--- config.mk ---
export PLATFORM = sky130hd
export DESIGN_NAME = count_seq_ctrl
export DESIGN_NICKNAME = d
export VERILOG_FILES = /design/src/rtl/count_seq_pkg.sv /design/src/rtl/count_seq_dp.sv /design/src/rtl/count_seq_ctrl.sv
export SDC_FILE = /design/constraint.sdc
export NUM_CORES = 1
export LEC_CHECK = 0
export BUFFER_PORTS_ARGS = -buffer_cell sky130_fd_sc_hd__clkbuf_2
export CORE_MARGIN = 2
export CORE_UTILIZATION = 50
export DETAILED_ROUTE_END_ITERATION = 6
export PLACE_DENSITY = 0.76
export SLEW_MARGIN = 0
export SYNTH_ARGS = -nofsm -noshare
export SYNTH_HDL_FRONTEND = slang
export SYNTH_SLANG_ARGS = --single-unit
--- constraint.sdc ---
create_clock -name clk -period 2.8 [get_ports clk]
set_input_delay 0.28 -clock clk [delete_from_list [all_inputs] [get_ports clk]]
set_output_delay 0.28 -clock clk [all_outputs]
set_load 0.01 [all_outputs]
--- src/rtl/count_seq_pkg.sv ---
// Shared definitions for the count sequencer: default datapath width and FSM state encoding.
package count_seq_pkg;

   localparam int DEF_WIDTH = 4;

   typedef enum logic [1:0] {
      ST_IDLE  = 2'd0,
      ST_RUN   = 2'd1,
      ST_PAUSE = 2'd2,
      ST_DONE  = 2'd3
   } state_t;

endpackage

--- src/rtl/count_seq_dp.sv ---
// Count register with clear/hold/increment control and the terminal compare against the latched limit.
module count_seq_dp
   import count_seq_pkg::*;
#(
   parameter int WIDTH = DEF_WIDTH
) (
   input  logic             clk,
   input  logic             reset,
   input  logic             clr,
   input  logic             inc,
   input  logic [WIDTH-1:0] limit_q,
   output logic [WIDTH-1:0] count,
   output logic             term
);

   // NOTE: sequential state uses non-blocking assignments so every register samples pre-edge values.
   always_ff @(posedge clk or negedge reset) begin
      if (!reset) begin
         count <= '0;
      end else if (clr) begin
         count <= '0;
      end else if (inc) begin
         count <= count + WIDTH'(1);
      end
   end

   assign term = (count == limit_q);

endmodule

--- src/rtl/count_seq_ctrl.sv ---
// Start/stop/pause sequencer for the up counter: one-shot or periodic runs with a terminal-count pulse.
module count_seq_ctrl
   import count_seq_pkg::*;
#(
   parameter int WIDTH = DEF_WIDTH
) (
   input  logic             clk,
   input  logic             reset,
   input  logic             start,
   input  logic             stop,
   input  logic             pause,
   input  logic             periodic,
   input  logic [WIDTH-1:0] limit,
   output logic [WIDTH-1:0] count,
   output logic             busy,
   output logic             tc_pulse,
   output logic [1:0]       state
);

   state_t           state_q, state_d;
   logic [WIDTH-1:0] limit_q;
   logic             mode_q;
   logic             load, cnt_clr, cnt_inc, term, start_ok;

   // A zero limit would terminate every cycle, so it never launches a run.
   assign start_ok = start && (limit != '0);

   // NOTE: only control registers are reset here; there is no memory array needing a reset sweep.
   always_ff @(posedge clk or negedge reset) begin
      if (!reset) begin
         state_q <= ST_IDLE;
         limit_q <= '0;
         mode_q  <= 1'b0;
      end else begin
         state_q <= state_d;
         if (load) begin
            limit_q <= limit;
            mode_q  <= periodic;
         end
      end
   end

   // NOTE: every output of this block is defaulted first so no path can infer a latch.
   always_comb begin
      state_d = state_q;
      load    = 1'b0;
      cnt_clr = 1'b0;
      cnt_inc = 1'b0;
      if (stop) begin
         state_d = ST_IDLE;
         cnt_clr = 1'b1;
      end else begin
         unique case (state_q)
            ST_IDLE: begin
               cnt_clr = 1'b1;
               if (start_ok) begin
                  state_d = ST_RUN;
                  load    = 1'b1;
               end
            end
            ST_RUN: begin
               if (term) begin
                  if (mode_q) cnt_clr = 1'b1;
                  else        state_d = ST_DONE;
               end else if (pause) begin
                  state_d = ST_PAUSE;
               end else begin
                  cnt_inc = 1'b1;
               end
            end
            ST_PAUSE: begin
               if (!pause) state_d = ST_RUN;
            end
            ST_DONE: begin
               if (start_ok) begin
                  state_d = ST_RUN;
                  load    = 1'b1;
                  cnt_clr = 1'b1;
               end
            end
            default: state_d = ST_IDLE;
         endcase
      end
   end

   count_seq_dp #(.WIDTH(WIDTH)) u_dp (
      .clk     (clk),
      .reset   (reset),
      .clr     (cnt_clr),
      .inc     (cnt_inc),
      .limit_q (limit_q),
      .count   (count),
      .term    (term)
   );

   // Outputs decode straight from the state register so they carry no extra latency.
   assign busy     = (state_q == ST_RUN) || (state_q == ST_PAUSE);
   assign tc_pulse = (state_q == ST_RUN) && term;
   assign state    = state_q;

endmodule

==> Word level (Yosys, flattened, before mapping) <==
Index checks and enable logic that the tools add are counted.
{ "totals": {"reg_bits": 11, "output_inout_bits": 8, "input_bits": 10} }
{ "classes": {"muxes": 20, "n_addsub": 1, "eq_ne": 8, "reduce_logical": 8} }
{ "ops": {"columns": ["cell", "count"], "rows": [
  ["$mux W2", 6],
  ["$mux W1", 10],
  ["$mux W4", 2],
  ["$ne A4 B4 Y1 const B", 2],
  ["$pmux W2 S3", 1],
  ["$add A4 B1 Y4 const B", 1],
  ["$eq A2 B2 Y1 const B", 2],
  ["$eq A4 B4 Y1", 1],
  ["$reduce_and A4 Y1", 1],
  ["$reduce_bool A4 Y1", 1],
  ["$ne A3 B1 Y1 const B", 1],
  ["$ne A3 B3 Y1 const B", 1],
  ["$pmux W1 S3", 1],
  ["$eq A2 B1 Y1 const B", 1],
  ["$logic_and A1 B1 Y1", 2],
  ["$logic_not A2 Y1", 1],
  ["$reduce_bool A2 Y1", 1],
  ["$reduce_or A2 Y1", 1],
  ["$logic_or A1 B1 Y1", 1]
]} }

==> Logic depth before layout (Yosys ltp) <==
Gate-level depths: netlist (run 1).
{ "depth": {"depth_word": 6, "depth_mapped": 6, "depth_no_buf": 6} }

==> By module <==
From an unflattened synthesis (run 1), not the netlist that was laid out.
{ "hier_totals": {"hier_cells": 61, "area_unflattened_um2": 680.7} }
{ "modules_own_cells": {"columns": ["mod", "cells_per_inst", "n_inst", "seq_area_each_um2", "area_each_um2"], "rows": [
  ["count_seq_ctrl", 40, 1, 175.2, 446.7],
  ["count_seq_dp", 21, 1, 100.1, 234.0]
]} }

==> Worst setup path after synthesis (run 1) <==
Ideal clock, no wire load.
{ "synth_timing": {"path_type": "register to register", "start": "register state_q[1] (netlist: state[1])", "end": "register u_dp.count[3]", "period_less_slack_ns": 1.985, "arrival_time_ns": 1.891, "stages_incl_launch_ff": 7, "n_path_buf": 0, "slack_ns": 0.815, "cell_sequence": "dfrtp_1 inv_1 ha_1 or3b_1 a41o_2 or3_1 a221oi_2"} }
{ "synth_between": {"elab_chain_cells": 4, "word_cells_on_any_way": 9, "cone_classes": "eq/ne (2); mux (5); reduce/logical (2)"} }
{ "synth_lines": {"columns": ["item", "line_no", "text"], "rows": [
  ["start, declared", "count_seq_ctrl.sv:20", "state_t state_q, state_d;"],
  ["start signal, assigned", "count_seq_ctrl.sv:35", "state_q <= state_d;"],
  ["$eq A2 B2 Y1, or another cell as far along", "count_seq_ctrl.sv:53", "unique case (state_q)"],
  ["$pmux W1 S3 or $mux W1 (tied branches)", "count_seq_ctrl.sv:53", null],
  ["$mux W1", "count_seq_ctrl.sv:49", "if (stop) begin"],
  ["$mux W4 or $reduce_bool A2 Y1 (tied branches)", null, null],
  ["end signal, assigned", "count_seq_dp.sv:23", "count <= count + WIDTH'(1);"],
  ["end, declared", "count_seq_dp.sv:12", "output logic [WIDTH-1:0] count,"]
]} }
Parallel ways exist; a longest one is shown, timed or not.
A chain may end at the register's enable or synchronous reset.

==> Final worst setup path (run 1) <==
Ends and elaborated chain as after synthesis.

==> results of run 1 <==
-- worst min-delay path, cell delays in order --
cell and delay (ns):
clkbuf_2 0.07, nand2_1 0.03, o21ai_0 0.06
-- cell type report --
cell class,count,share of cell area
tap,15,0.02269
timing repair buffer,18,0.1150
sequential,11,0.3328
inverter,6,0.02723
clock buffer,4,0.03177
multi-input combinational,47,0.4705
-- cell usage after synthesis --
cell type	instances	area share
a211oi_1	2	0.021
a21oi_1	2	0.014
or3b_1	1	0.012
and2b_2	1	0.012
o21ai_0	4	0.029
nand2_1	4	0.021
mux2_1	4	0.064
or4_4	1	0.016
a211o_1	1	0.012
a221oi_2	1	0.021
nand4_1	1	0.0089
o311ai_1	1	0.012
ha_1	4	0.071
xor2_1	1	0.012
a41o_2	1	0.016
clkbuf_1	1	0.0053
and4b_1	1	0.014
buf_6	1	0.016
a311oi_2	1	0.021
dfrtp_1	11	0.39
nor4_1	1	0.0089
a221oi_1	1	0.012
mux2i_1	3	0.043
nand3_1	2	0.014
mux2_2	1	0.016
nor2_1	2	0.011
xnor2_1	4	0.050
inv_1	6	0.032
or3_1	2	0.018
-- power groups by stage --
stage	clock (mW)	sequential (mW)	combinational, mW
after detailed placement	0	0.258	0.265
after global placement	0	0.258	0.264
after floorplan	0	0.252	0.196
final	0.111	0.256	0.267
after CTS	0.115	0.255	0.269
after global routing	0.126	0.263	0.305
-- flip-flops by register name, summed over array words and instances, names as in the netlist --
| signal | cells |
|---|---|
| limit_q | 4 |
| mode_q | 1 |
| state | 2 |
| u_dp.count | 4 |
-- logic make-up (layout without fill, tap and decap cells) --
kind of cell    Yosys count  in the layout  share of synthesized area
xor+xnor                  5              5                    0.06239
fa+ha+maj                 4              4                    0.07130
buf+inv                   8             28                    0.05347
flops                    11             11                     0.3922
simple gates             16             16                     0.1373
compound gates           14             14                     0.1604
mux                       8              8                     0.1230
-- layer usage --
layer	vias to the layer above	global-route usage
li1	283	-
met1	274	0.2486
met2	28	0.2813
met3	0	0.04348
met4	0	0.07742
met5	-	0
-- per-stage QoR --
| step | utilization | instance area (um2) | setup WS [ns] | instances | total power [mW] |
|---|---|---|---|---|---|
| 3_3_place_gp | 0.6077 | 790.8 | 0.7307 | 96 | 0.5217 |
| 3_5_place_dp | 0.6077 | 790.8 | 0.6671 | 96 | 0.5229 |
| 5_1_grt | 0.6356 | 827.0 | 0.5477 | 101 | 0.6940 |
| 6_report | 0.6356 | 827.0 | 0.6287 | 101 | 0.6337 |
| 2_1_floorplan | - | 701.9 | 0.8151 | 66 | 0.4478 |
| 4_1_cts | 0.6356 | 827.0 | 0.6410 | 101 | 0.6385 |
-- worst paths after layout --
kind	from	endpoint	depth (start not counted)
max in group asynchronous	reset	u_dp.count[0]	2
min in group asynchronous	reset	mode_q	2
hold reg to reg	limit_q[0]	limit_q[0]	1
setup / recovery	state[1]	u_dp.count[3]	6
setup reg to reg	state[1]	u_dp.count[3]	6
hold / removal	periodic	mode_q	3
-- what timing repair did --
action                    4_1_cts  5_1_grt
hold buffers                    1        0
gates resized for setup         0        0
hold endpoints to repair       11        0
==> out/summary.txt, run 1 <==
Power per cell area = 766.3 nW/um2
WL/cell = 13.86 um
Met3 wire length = 139 um
Routed WL = 1.400 mm
Clock tree buffer depth = 2
Crit path DAT = 2.34 ns
Combinational share of power = 0.422
Slew @ Worst Pin = 0.6534 ns
Synth cell types = 29
Most frequent cells in the layout = clkbuf_2 (17), dfrtp_1 (11), inv_1 (6)
Root Buffer = clkbuf_4
Flop and latch count out of synthesis = 11
CP max stage delay = 0.46 ns
# rows = 13
Top Ports = 18
Antenna diodes = 0
Max stage delay cell, worst path = dfrtp_1
Final setup viols = 0
H-tree level count = 1
WHS = 0.2120 ns
WS Path Type = flip-flop to flip-flop
R2r setup slk = 0.63 ns
Status = complete, no violations
Synth Instances = 66
Setup Buffers After CTS = 0
DR DRC count = 0
Number of max-cap violations = 0
Critical Path RT = 2.97 ns
Post-layout net count = 101
Setup crit end kind = flip-flop
HP Class = primary input to flip-flop
Commonest non-fill, non-tap cell in the layout = clkbuf_2
CP Cell Sequence = inv_1 > ha_1 > or3b_1 > a41o_2 > or3_1 > a221oi_2
Initial DRT Pass Iterations = 6
I/O Buffers = 17
P_int = 0.3866 mW
Startpoint Class = flip-flop
Die extent in x = 41.47 um
Achievable frequency = 460.6 MHz
Final number of max-transition violations = 0
Clk network pwr share = 0.175
Fraction of layout cells with a size suffix above 1 = 0.3023
Synth Net Count = 80
TritonCTS clock tree = built
Area Growth Syn to Fin = 17.83%
Peak supply drop = 0.4609 mV
ANT nets after route = 0
DR iter-0 viols = 19
RSZ-0062 raised after global routing = no
CTS Buf Count = 3
Syn Area/Cell = 10.64 um2
Flop pwr share = 0.403
Multi-input gate area = 389.1 um2
Clk_lat worst skew = 0.27 ns
DIE AREA = 1719 um2
Largest net degree at the start of global routing = 12
Hpwl dp = 1.096 mm
Met2 wire length = 644 um
Crit-path max FO = 7
Top Layer Used = met3
Antenna violations before repair = 0
Gr ovfl total = 0
Register area share after synthesis = 0.3922
Fill cell count = 113
Core area = 1301 um2
Final Hold Vio Count = 0
Period utilization = 0.7754
Worst slew margin = 0.5575
Die Ht = 41.47 um
Clock skew = 0.002224 ns
Clock slew at reported path FFs = 0.07 ns
First-pass GRT wire length = 2.456 mm
Vias in the first global route = 553
FF/Latch Area = 275.3 um2
Fin crit period = 2.171 ns
Mapped Area = 701.9 um2
Switching Power = 0.2472 mW
Vias/cell = 5.792
# clock sinks = 11
Leak Pwr = 0.3876 nW
Critical path's top delay family = simple AND/OR/NAND/NOR gates
Starting Density = 0.5394
Ys Warns = 0
Gr usage total = 0.1841
Via count = 585
Setup TNS = 0 ns
Gpl congestion = 0.7914
Worst path bufs/invs = 1
Met1 wire length = 615 um
Switching part of the total power = 0.3900
No activity file was read; power rests on OpenSTA's default activity.
==> inputs of run 2 (changes only) <==
==> constraint.sdc (replaced) <==
create_clock -name clk -period 2.2 [get_ports clk]
set_input_delay 0.22 -clock clk [delete_from_list [all_inputs] [get_ports clk]]
set_output_delay 0.22 -clock clk [all_outputs]
set_load 0.01 [all_outputs]
==> run 2 against run 1 <==
- die area unchanged
- highest routed layer is now met4
- combinational power increased by 43%
- design area up 2.7%
==> out/summary.txt, run 2 (synthesis results as in run 1) <==
CP max stage delay = 0.45 ns
Switching part of the total power = 0.3844
Final setup viols = 0
Setup crit end kind = flip-flop
ANT nets after route = 0
Met2 GRT Util = 0.3156
DIE AREA = 1719 um2
Achievable frequency = 496.1 MHz
Power per cell area = 984.8 nW/um2
Period utilization = 0.9163
# clock sinks = 11
Hpwl dp = 1.174 mm
H-tree level count = 1
Die extent in x = 41.47 um
Final number of max-transition violations = 0
Die Ht = 41.47 um
Worst reg2reg startpoint = state[0]
Clk network pwr share = 0.166
Peak supply drop = 0.5433 mV
RSZ-0062 raised after global routing = no
Root Buffer = clkbuf_4
Worst r2r path cells = 5
Hold Path Stages = 3
Area Growth Syn to Fin = 21.03%
Gr ovfl total = 0
DR iter-0 viols = 14
Max stage delay cell, worst path = dfrtp_1
Setup Buffers After CTS = 0
Worst path bufs/invs = 0
First-pass GRT wire length = 2.711 mm
R2r setup slk = 0.18 ns
Flop pwr share = 0.377
Post-layout net count = 104
Most frequent cells in the layout = clkbuf_2 (17), dfrtp_1 (11), inv_1 (6)
Critical Path RT = 2.38 ns
DR DRC count = 0
Clock skew = 0.004392 ns
Critical path's top delay family = simple AND/OR/NAND/NOR gates
Startpoint Class = flip-flop
Routed WL = 1.475 mm
Combinational share of power = 0.457
Gpl congestion = 0.7558
Gr usage total = 0.2026
# rows = 13
GR peak layer = met2
Leak Pwr = 0.4029 nW
Crit path DAT = 2.20 ns
Fin crit period = 2.016 ns
I/O Buffers = 17
Starting Density = 0.5394
Via count = 605
WL/cell = 14.18 um
Final Hold Vio Count = 0
Fraction of layout cells with a size suffix above 1 = 0.3258
Core area = 1301 um2
Worst hold path startpoint = periodic
Worst slew margin = 0.8082
TritonCTS clock tree = built
M3 GR Usage = 0.04348
CTS Buf Count = 3
WS Path Type = flip-flop to flip-flop
Slew @ Worst Pin = 0.2832 ns
CP Cell Sequence = ha_1 > or3b_1 > a41o_2 > or3_1 > a221oi_2
Antenna violations before repair = 0
Clock tree buffer depth = 2
Number of max-cap violations = 0
Antenna diodes = 0
Status = complete, no violations
Commonest non-fill, non-tap cell in the layout = clkbuf_2
Vias/cell = 5.817
Clock slew at reported path FFs = 0.07 ns
Initial DRT Pass Iterations = 4
Vias in the first global route = 582
Post-Place Cells = 99
Clk_lat worst skew = 0.27 ns
Setup TNS = 0 ns
Largest net degree at the start of global routing = 12
Non-Filler Instances = 104
GR Util met1 = 0.2742
Top Ports = 18
Min-Delay Endpoint = mode_q
R2r endpoint = u_dp.count[3]
Switching Power = 0.3216 mW
HP Class = primary input to flip-flop
P_int = 0.5151 mW
Crit-path max FO = 7
## run 2: cell types whose count changed in the layout (fill, tap and decap cells not counted), sizes merged
cell and change:
buf +3
## run 2: routing by layer
layer,up-vias,part of all wire
met5,-,0
li1,297,-
met4,0,0.0041
met2,25,0.48
met1,281,0.44
met3,2,0.074
## run 2: worst max-delay path by stage
stage	startpoint	to	slack, ns	depth (start not counted)
2_1_floorplan	state[1]	u_dp.count[3]	0.22	6
6_report	state[0]	u_dp.count[3]	0.18	5
5_1_grt	state[0]	u_dp.count[2]	0.005	5
4_1_cts	state[0]	u_dp.count[3]	0.19	5
3_5_place_dp	state[0]	u_dp.count[3]	0.21	5
3_3_place_gp	state[0]	u_dp.count[3]	0.26	5
## run 2: stage by stage
stage	util	total power, mW	setup slack [ns]	hold WS [ns]	area, um2
5_1_grt	0.6529	0.9104	0.004713	0.1780	849.6
6_report	0.6529	0.8367	0.1842	0.1566	849.6
2_1_floorplan	-	0.5699	0.2151	-0.07559	701.9
3_3_place_gp	0.6250	0.6861	0.2595	0.1095	813.3
3_5_place_dp	0.6250	0.7000	0.2090	0.1119	813.3
4_1_cts	0.6529	0.8429	0.1878	0.1483	849.6
## run 2: timing repair
item / 4_1_cts / 5_1_grt
endpoints found under the hold margin: 11 / 0
hold buffers: 1 / 0
gates resized for setup: 0 / 0
setup endpoints to repair: 0 / 0
## run 2: power groups by stage
stage	Sequential, mW	Combinational [mW]	Clock [mW]
5_1_grt	0.327	0.430	0.153
3_3_place_gp	0.319	0.367	0
2_1_floorplan	0.320	0.250	0
6_report	0.316	0.382	0.139
4_1_cts	0.316	0.383	0.143
3_5_place_dp	0.321	0.379	0
## run 2: worst min-delay path, stage by stage
cell	delay, ns
clkbuf_2	0.07
nand2_1	0.04
o21ai_0	0.05
## run 2: area by class of cell
type                            instances  area, um2
Timing Repair Buffer                   21      117.6
Sequential cell                        11      275.3
Inverter                                6      22.52
Clock buffer                            4      26.28
Multi-Input combinational cell         47      389.1
Tap cell                               15      18.77
Fill cell                             117      451.7
